`config.mk`:
```
export PLATFORM = sky130hd
export DESIGN_NAME = dmem_arbiter
export DESIGN_NICKNAME = d
export VERILOG_FILES = /design/src/rtl/dmem_arbiter.sv
export SDC_FILE = /design/constraint.sdc
export NUM_CORES = 1
export LEC_CHECK = 0
export BUFFER_PORTS_ARGS = -buffer_cell sky130_fd_sc_hd__buf_2
export CORE_MARGIN = 4
export CORE_UTILIZATION = 44
export DETAILED_ROUTE_END_ITERATION = 8
export HOLD_SLACK_MARGIN = 0.1
export PLACE_DENSITY = 0.89
export REMOVE_ABC_BUFFERS = 1
export SLEW_MARGIN = 0
export SYNTH_ARGS = -nofsm -noshare
export SYNTH_HDL_FRONTEND = slang
export SYNTH_SLANG_ARGS = --single-unit
export TNS_END_PERCENT = 10
```
`constraint.sdc`:
```
create_clock -name CLK -period 2.94 [get_ports CLK]
set_clock_uncertainty 0.05 [all_clocks]
set_input_delay 0.588 -clock CLK [delete_from_list [all_inputs] [get_ports CLK]]
set_output_delay 0.588 -clock CLK [all_outputs]
set_load 0.02 [all_outputs]
```
`src/rtl/dmem_arbiter.sv`:
```
// Two-port arbiter for the single-port data memory: round-robin per beat,
// bounded lock for bursts, registered read return per port.
module dmem_arbiter #(
  parameter int AW       = 8,
  parameter int DW       = 8,
  parameter int MAX_LOCK = 4
) (
  input  logic          CLK,
  input  logic          Reset,
  input  logic          req0,
  input  logic          req1,
  input  logic          we0,
  input  logic          we1,
  input  logic          lock0,
  input  logic          lock1,
  input  logic [AW-1:0] addr0,
  input  logic [AW-1:0] addr1,
  input  logic [DW-1:0] wdata0,
  input  logic [DW-1:0] wdata1,
  output logic          gnt0,
  output logic          gnt1,
  output logic [DW-1:0] rdata0,
  output logic [DW-1:0] rdata1,
  output logic          rvalid0,
  output logic          rvalid1,
  output logic [AW-1:0] mem_addr,
  output logic [DW-1:0] mem_wdata,
  output logic          mem_we,
  input  logic [DW-1:0] mem_rdata
);

  localparam int CW = $clog2(MAX_LOCK + 1);
  localparam logic [CW-1:0] LOCK_LIM = CW'(MAX_LOCK - 1);

  typedef enum logic [1:0] {IDLE, OWN0, OWN1} state_t;

  state_t        state, state_nxt;
  logic          last, last_nxt;
  logic [CW-1:0] lock_cnt, lock_cnt_nxt;

  always_comb begin
    gnt0 = (state == OWN0) && req0;
    gnt1 = (state == OWN1) && req1;
  end

  always_comb begin
    mem_addr  = '0;
    mem_wdata = '0;
    mem_we    = 1'b0;
    if (gnt0) begin
      mem_addr  = addr0;
      mem_wdata = wdata0;
      mem_we    = we0;
    end else if (gnt1) begin
      mem_addr  = addr1;
      mem_wdata = wdata1;
      mem_we    = we1;
    end
  end

  always_comb begin
    state_nxt    = state;
    lock_cnt_nxt = lock_cnt;
    last_nxt     = last;
    if (gnt0)      last_nxt = 1'b0;
    else if (gnt1) last_nxt = 1'b1;
    unique case (state)
      IDLE: begin
        if (req0 && req1) state_nxt = last ? OWN0 : OWN1;
        else if (req0)    state_nxt = OWN0;
        else if (req1)    state_nxt = OWN1;
      end
      OWN0: begin
        if (!req1) begin
          state_nxt    = req0 ? OWN0 : IDLE;
          lock_cnt_nxt = '0;
        end else if (req0 && lock0 && (lock_cnt < LOCK_LIM)) begin
          lock_cnt_nxt = lock_cnt + CW'(1);
        end else begin
          state_nxt    = OWN1;
          lock_cnt_nxt = '0;
        end
      end
      OWN1: begin
        if (!req0) begin
          state_nxt    = req1 ? OWN1 : IDLE;
          lock_cnt_nxt = '0;
        end else if (req1 && lock1 && (lock_cnt < LOCK_LIM)) begin
          lock_cnt_nxt = lock_cnt + CW'(1);
        end else begin
          state_nxt    = OWN0;
          lock_cnt_nxt = '0;
        end
      end
      default: begin
        state_nxt    = IDLE;
        lock_cnt_nxt = '0;
      end
    endcase
  end

  always_ff @(posedge CLK or posedge Reset) begin
    if (Reset) begin
      state    <= IDLE;
      last     <= 1'b1;
      lock_cnt <= '0;
    end else begin
      state    <= state_nxt;
      last     <= last_nxt;
      lock_cnt <= lock_cnt_nxt;
    end
  end

  // Read data is captured from the memory's combinational output at the edge ending the beat.
  always_ff @(posedge CLK or posedge Reset) begin
    if (Reset) begin
      rdata0  <= '0;
      rdata1  <= '0;
      rvalid0 <= 1'b0;
      rvalid1 <= 1'b0;
    end else begin
      rvalid0 <= gnt0 && !we0;
      rvalid1 <= gnt1 && !we1;
      if (gnt0 && !we0) rdata0 <= mem_rdata;
      if (gnt1 && !we1) rdata1 <= mem_rdata;
    end
  end

endmodule

```
# Word-level counts from Yosys, hierarchy flattened
# Cells that the tools add are included.
[word_totals]
register_bits = 24
elab_cells = 52
[op_classes]
n_addsub = 1
magnitude_cmp = 1
n_eq_ne = 5
n_mux = 24
reduce_logical = 14
[ops]
columns = ["operator", "count"]
rows = [
  ["$mux 8", 4],
  ["$mux 2", 9],
  ["$mux 3", 4],
  ["$logic_and 1x1->1", 9],
  ["$pmux 3 s3", 1],
  ["$ne 3x3->1 const B", 2],
  ["$pmux 2 s3", 1],
  ["$mux 1", 5],
  ["$ne 4x4->1 const B", 1],
  ["$add 3x1->3 const B", 1],
  ["$lt 3x2->1 const B", 1],
  ["$reduce_and 3->1", 1],
  ["$eq 2x1->1 const B", 1],
  ["$eq 2x2->1 const B", 1],
  ["$logic_not 1->1", 2],
  ["$logic_not 2->1", 1],
  ["$reduce_bool 2->1", 1],
]

# Longest topological paths before layout
# Gate-level depths: netlist of the first run.
[logic_depth]
depth_word = 5
depth_mapped = 7

# Worst setup path after synthesis of the first run
# OpenSTA, ideal clock, no wires.
[synth_timing]
path_kind = "register to output"
start = "register state[0]"
end = "output port mem_we"
t_arrival_ns = 1.455
t_required_ns = 2.302
setup_slack_ns = 0.847
stages_incl_launch_ff = 7
cell_sequence = "dfrtp_1 -> inv_1 -> ha_1 -> nand2_1 -> inv_1 -> nand2_1 -> a21oi_1"
[synth_via]
elab_chain_cells = 4
[synth_lines]
columns = ["item", "line", "text"]
rows = [
  ["from (decl)", "37", "state_t state, state_nxt;"],
  ["from (signal assigned)", "108", "state <= state_nxt;"],
  ["$eq 2x2->1", "43", "gnt1 = (state == OWN1) && req1;"],
  ["$logic_and 1x1->1", "43", ""],
  ["net gnt1", "21", "output logic gnt1,"],
  ["$mux 1", "54", "end else if (gnt1) begin"],
  ["$mux 1", "50", "if (gnt0) begin"],
  ["to (decl)", "28", "output logic mem_we,"],
]
# The timed path passes the listed nets, and every way through them passes these cells.

# Final worst setup path of the first run
[layout_timing]
start = "register state[1]"
end = "output port mem_addr[6]"
[layout_via]
elab_chain_cells = 4
[layout_lines]
columns = ["item", "line", "text"]
rows = [
  ["$eq 2x2->1", "43", ""],
  ["$logic_and 1x1->1", "43", ""],
  ["$mux 8", "54", ""],
  ["$mux 8 (*)", "50", ""],
  ["to (decl)", "26", "output logic [AW-1:0] mem_addr,"],
]
# Mark *: on every way between the ends. The rest lies on a longest branch, timed or not.

==> impl_metrics.toml, run 1 <==
[cells_and_area]
area_growth_syn_to_layout_pct = 37.71
most_common_cell_after_layout_fill_and_taps_aside = "buf_2"
multi_input_comb_area_sq_um = 604.3
final_nets = 244
fillCellCount = 238
mostFrequentLayoutCells = "84 x buf_2, 23 x dfrtp_1, 18 x mux2_2"
antenna-diode-count = 0
final_layout_size_suffix_gt1_frac = 0.5947
area_taken_by_flip_flops_and_latches_sq_um = 601.8

[power]
p_leak_nw = 0.9625
vdd_ir_drop_max_mv = 0.6120
power.density_cell_area_nw_per_um2 = 881.8
p_total_mw = 1.527

[synthesis]
synth.yosys.warnings = 0
synth_compound_gate_area_share = 0.1751
synth_xor_area_frac = 0
syn_avg_cell_area_sq_um = 11.98
syn-cell-area_sq_um = 1257
ys_ff_latch = 24
dominant_combinational_cell_family_by_area_after_synthesis = "compound AO/OA/AOI/OAI gates"
synth_seq_area_share = 0.4786
ys_types = 27
post_synth_fa_ha_maj_area_fraction = 0.04975
multiplexer_area_fraction_after_synthesis = 0.1612
syn_inst = 105
synth_simple_gate_area_frac = 0.09453

[critical_path]
worst-endpoint-required_ns = 2.30
worst-path-max-fanout = 18
crit_type = "flip-flop to output port"
cp-end-kind = "output port"
worst_ep_arrival_time_ns = 1.95
cp-start-kind = "flip-flop"

[timing]
rsz_0062_raised_after_global_routing = "false"
final_setup_violating_endpoints = 0
maxSlewViolCount = 0
worst_slew_pin_slew_ns = 0.8581
final_hold_viol_count = 0
achievable-frequency_mhz = 386.0
period_minus_slack_ns = 2.591
finalCritPeriodShare = 0.8812
relSlewSlack = 0.4273
totalNegativeSetupSlack_ns = 0

[floorplanning]
floorplan.die.height_um = 61.46
core-area_sq_um = 2734
die_area_sq_um = 3777
floorplan.io_pins = 85
width_of_the_die_um = 61.46
floorplan.initialDensity = 0.4600
fp-row-count = 19

[clock_tree]
post-cts-setup-buffer-count = 0
tritoncts = "built"
clock_path_buffers = 2
cts.sinks = 24
postCtsHoldBufs = 0
clock_latency_on_the_worst_skew_pair_ns = 0.30
clock_tree.htree_level_count = 1
clk_pin_slew_ns = 0.12
cts_resized = 0
cts_root_buf = "clkbuf_4"
tritoncts.num_buffers = 3

[detailed_routing]
viasPerCell = 4.955
post_drt_wl_per_cell_um = 13.32
detail_route.first_pass.iterations = 4
first_iter_violations = 10
drcViolationCount = 0
wirelength_um = 2944
antenna_left = 0
num_vias = 1095

[placed_design]
dp.final_hpwl_um = 2439
finalWeightedCongestion = 0.7528
port_buffers = 84

[grt]
maximum_number_of_pins_on_one_net_before_global_route_repair = 25
grt_antenna_before_repair = 0
wire_length_of_the_first_global_routing_pass_um = 4278
grt_pass1_vias = 977
grt_remaining_overflow = 0
grt_util_all_layers = 0.1509

[worst_hold_path]
min_path_type = "input port to asynchronous set/reset pin"

[status]
run_status = "finished, final reports clean"

[run]
max_cap_viol_count = 0
## area by class of cell
class	instances	share of cell area
tap	31	0.02240
clock buffer	4	0.02095
timing repair buffer	84	0.2428
sequential	24	0.3475
inverter	8	0.01734
multi-input combinational	70	0.3490
## per-stage QoR
step | hold slack, ns | setup WS (ns) | util | std cells | area [sq um]
2_1_floorplan | 0.4181 | 0.8305 | - | 102 | 1236
3_3_place_gp | 0.4344 | 0.6760 | 0.6201 | 217 | 1695
3_5_place_dp | 0.4397 | 0.6481 | 0.6201 | 217 | 1695
4_1_cts | 0.4206 | 0.3257 | 0.6334 | 221 | 1732
5_1_grt | 0.4592 | 0.1383 | 0.6334 | 221 | 1732
6_report | 0.3955 | 0.3492 | 0.6334 | 221 | 1732
## synth_stat cells
cell / n / share of area
nand2_2: 1 / 0.0050
nand2b_1: 1 / 0.0050
and3b_1: 1 / 0.0070
and2b_1: 1 / 0.0060
o21ai_0: 4 / 0.016
mux2_2: 18 / 0.16
dfrtp_1: 23 / 0.46
a21oi_1: 2 / 0.0080
inv_1: 7 / 0.021
and3_1: 1 / 0.0050
o22ai_1: 1 / 0.0050
dfstp_2: 1 / 0.021
nor2_1: 1 / 0.0030
o21a_1: 1 / 0.0060
ha_1: 5 / 0.050
a22o_1: 17 / 0.12
nand4_1: 1 / 0.0050
a31oi_2: 1 / 0.0099
nor3_1: 1 / 0.0040
nand2_1: 6 / 0.018
buf_2: 2 / 0.0080
inv_2: 1 / 0.0030
buf_6: 1 / 0.0090
nor2b_1: 2 / 0.0099
nor2_4: 3 / 0.027
a211oi_1: 1 / 0.0060
a21o_1: 1 / 0.0060
## per-layer routing
layer,GRT usage,routed length [um]
met1,0.1932,1154
met2,0.2704,1343
met3,0.02516,446
met4,0.02727,0
met5,0,0
## critical path, cell delays in order, from the launching register on
cell	delay (ns)
dfrtp_1	0.40
inv_1	0.07
ha_1	0.22
nand2_2	0.14
inv_2	0.15
nor2_4	0.32
a22o_1	0.19
buf_2	0.16
## report_power, final
group	leakage, nW	switching, mW	internal, mW
clock	0.0210	0.0879	0.0754
combinational	0.643	0.477	0.346
sequential	0.298	0.0721	0.469
## cell families after synthesis
group,after synthesis
AO/OA/AOI/OAI,28
flip-flops,24
AND/OR/NAND/NOR,19
multiplexers,18
buffers and inverters,11
adder cells (fa/ha/maj),5
## sequential cells by signal, summed over array words and instances, names as in the netlist
name      flops
last          1
lock_cnt      3
rdata0        8
rdata1        8
rvalid0       1
rvalid1       1
state         2
## path summary, 6_finish.rpt
kind	startpoint	endpoint	slack, ns	cells after the start
setup reg to reg	state[0]	rdata1[2]	1.22	5
hold reg to reg	rdata0[6]	rdata0[6]	0.46	1
max in group asynchronous	Reset	rdata0[5]	1.92	2
min in group CLK	rdata0[6]	rdata0[6]	0.46	1
hold / removal	Reset	rdata0[0]	0.40	2
setup / recovery	state[1]	mem_addr[6]	0.35	7
(Power assumes the default switching activity.)
==> run 2: changes to the inputs <==
Clock period 2.94 ns to 3.1 ns, I/O delays scaled along.
==> run 2 against run 1 <==
Routed wire length up 1.2%. Final cell count unchanged. Global-route usage up 0.30 points. Clock power down 18%. Non-clock buffer count unchanged. Flip-flop and latch count unchanged. Sequential share of layout area up 0.20 points. Utilization down 0.37 points. Sequential power down 4.8%. Cell area down 0.58%. Combinational power down 5.7%.
==> impl_metrics.toml, run 2 (same netlist as run 1, synthesis figures left out) <==
[cells_and_area]
antenna-diode-count = 0
largest_registers = "rdata0 (8), rdata1 (8), lock_cnt (3)"
area_taken_by_flip_flops_and_latches_sq_um = 601.8
stdcell_count = 221
fin_area_sq_um = 1722
final_nets = 244
area_growth_syn_to_layout_pct = 36.92
most_common_cell_after_layout_fill_and_taps_aside = "buf_2"
final_layout_size_suffix_gt1_frac = 0.5895
multi_input_comb_area_sq_um = 604.3
mostFrequentLayoutCells = "84 x buf_2, 23 x dfrtp_1, 18 x mux2_2"
fillCellCount = 244
final_core_utilization = 0.6297

[power]
p_total_mw = 1.423
power_frac_comb = 0.545
power.clock.fraction = 0.093
power.density_cell_area_nw_per_um2 = 826.7
power.switching_mw = 0.6008
p_leak_nw = 0.9565
sw_frac_of_total = 0.4221
intPower_mw = 0.8225
vdd_ir_drop_max_mv = 0.6057
power.share.sequential = 0.362

[placed_design]
dp.final_hpwl_um = 2480
pre_cts_ws_ns = 0.7397
dpl-instance-area_sq_um = 1695
port_buffers = 84
finalWeightedCongestion = 0.7523
placed_cells = 217

[critical_path]
cp-end-kind = "output port"
worst-endpoint-required_ns = 2.43
cp_cell_sequence = "inv_1 > ha_1 > nand2_2 > inv_2 > nor2_4 > a22o_1 > buf_2"
crit_type = "flip-flop to output port"
cp-start-kind = "flip-flop"
crit_path_max_incr_delay_ns = 0.40
crit_slowest_cell = "dfrtp_1"
worst-path-max-fanout = 18
worst_ep_arrival_time_ns = 1.95

[floorplanning]
core-area_sq_um = 2734
floorplan.initialDensity = 0.4600
fp-row-count = 19
floorplan.die.height_um = 61.46
width_of_the_die_um = 61.46
floorplan.io_pins = 85
die_area_sq_um = 3777

[clock_tree]
clock_latency_on_the_worst_skew_pair_ns = 0.30
clock_tree.htree_level_count = 1
postCtsHoldBufs = 0
clk_pin_slew_ns = 0.11
tritoncts.num_buffers = 3
post-cts-setup-buffer-count = 0
tritoncts = "built"
cts_resized = 0
clock_path_buffers = 2
cts_root_buf = "clkbuf_4"
cts.sinks = 24

[grt]
grt_antenna_before_repair = 0
grt_remaining_overflow = 0
wire_length_of_the_first_global_routing_pass_um = 4298
global_route.usage.met3 = 0.02096
globalRoute.busiestLayer = "met2"
grt_pass1_vias = 1000
grt_util_all_layers = 0.1538
met1_usage_in_global_routing = 0.1916
maximum_number_of_pins_on_one_net_before_global_route_repair = 25
global_route.usage.met2 = 0.2764

[worst_hold_path]
min_path_type = "input port to asynchronous set/reset pin"

[timing]
totalNegativeSetupSlack_ns = 0
relSlewSlack = 0.4375
fin_ws_ns = 0.4755
final_hold_viol_count = 0
hold_ws_ns = 0.4194
achievable-frequency_mhz = 381.0
maxSlewViolCount = 0
finalCritPeriodShare = 0.8466
period_minus_slack_ns = 2.625
worst_slew_pin_slew_ns = 0.8428
rsz_0062_raised_after_global_routing = "false"
final_setup_violating_endpoints = 0

[detailed_routing]
post_drt_wl_per_cell_um = 13.48
viasPerCell = 5.023
wirelength_um = 2980
first_iter_violations = 24
num_vias = 1110
detail_route.first_pass.iterations = 4
drcViolationCount = 0
antenna_left = 0

[run]
max_cap_viol_count = 0

[status]
run_status = "finished, final reports clean"
==> run 2: power groups by stage <==
stage	Combinational [mW]	Clock, mW	Sequential [mW]
after global placement	0.773	0	0.517
after global routing	0.849	0.153	0.536
final	0.776	0.133	0.515
after detailed placement	0.787	0	0.521
after floorplan	0.396	0	0.650
after CTS	0.787	0.141	0.518
==> run 2: final timing paths <==
path | slack (ns) | startpoint | end | depth (start not counted)
hold reg to reg | 0.46 | rdata0[3] | rdata0[3] | 1
setup / recovery | 0.48 | state[1] | mem_wdata[6] | 7
min in group CLK | 0.46 | rdata0[3] | rdata0[3] | 1
setup reg to reg | 1.37 | state[0] | rdata1[3] | 5
max in group asynchronous | 2.06 | Reset | rdata0[5] | 2
hold / removal | 0.42 | Reset | rdata0[0] | 2
==> run 2: critical path, delay by kind of cell (launching register included) <==
kind | cells | cell delay (ns)
adders and majority gates | 1 | 0.22
and+or+nand+nor | 2 | 0.47
DFF | 1 | 0.40
buffers and inverters | 3 | 0.38
AOI/OAI and AO/OA | 1 | 0.18
==> run 2: final cells by class <==
class | instances | area share
sequential | 24 | 0.3496
inverter | 8 | 0.01744
timing repair buffer | 84 | 0.2442
clock buffer | 4 | 0.01526
tap | 31 | 0.02253
multi-input combinational | 70 | 0.3510
==> run 2: per-layer routing <==
layer	part of all wire	up-vias
li1	-	554
met1	0.39	493
met2	0.45	63
met3	0.15	0
met4	0	0
met5	0	-
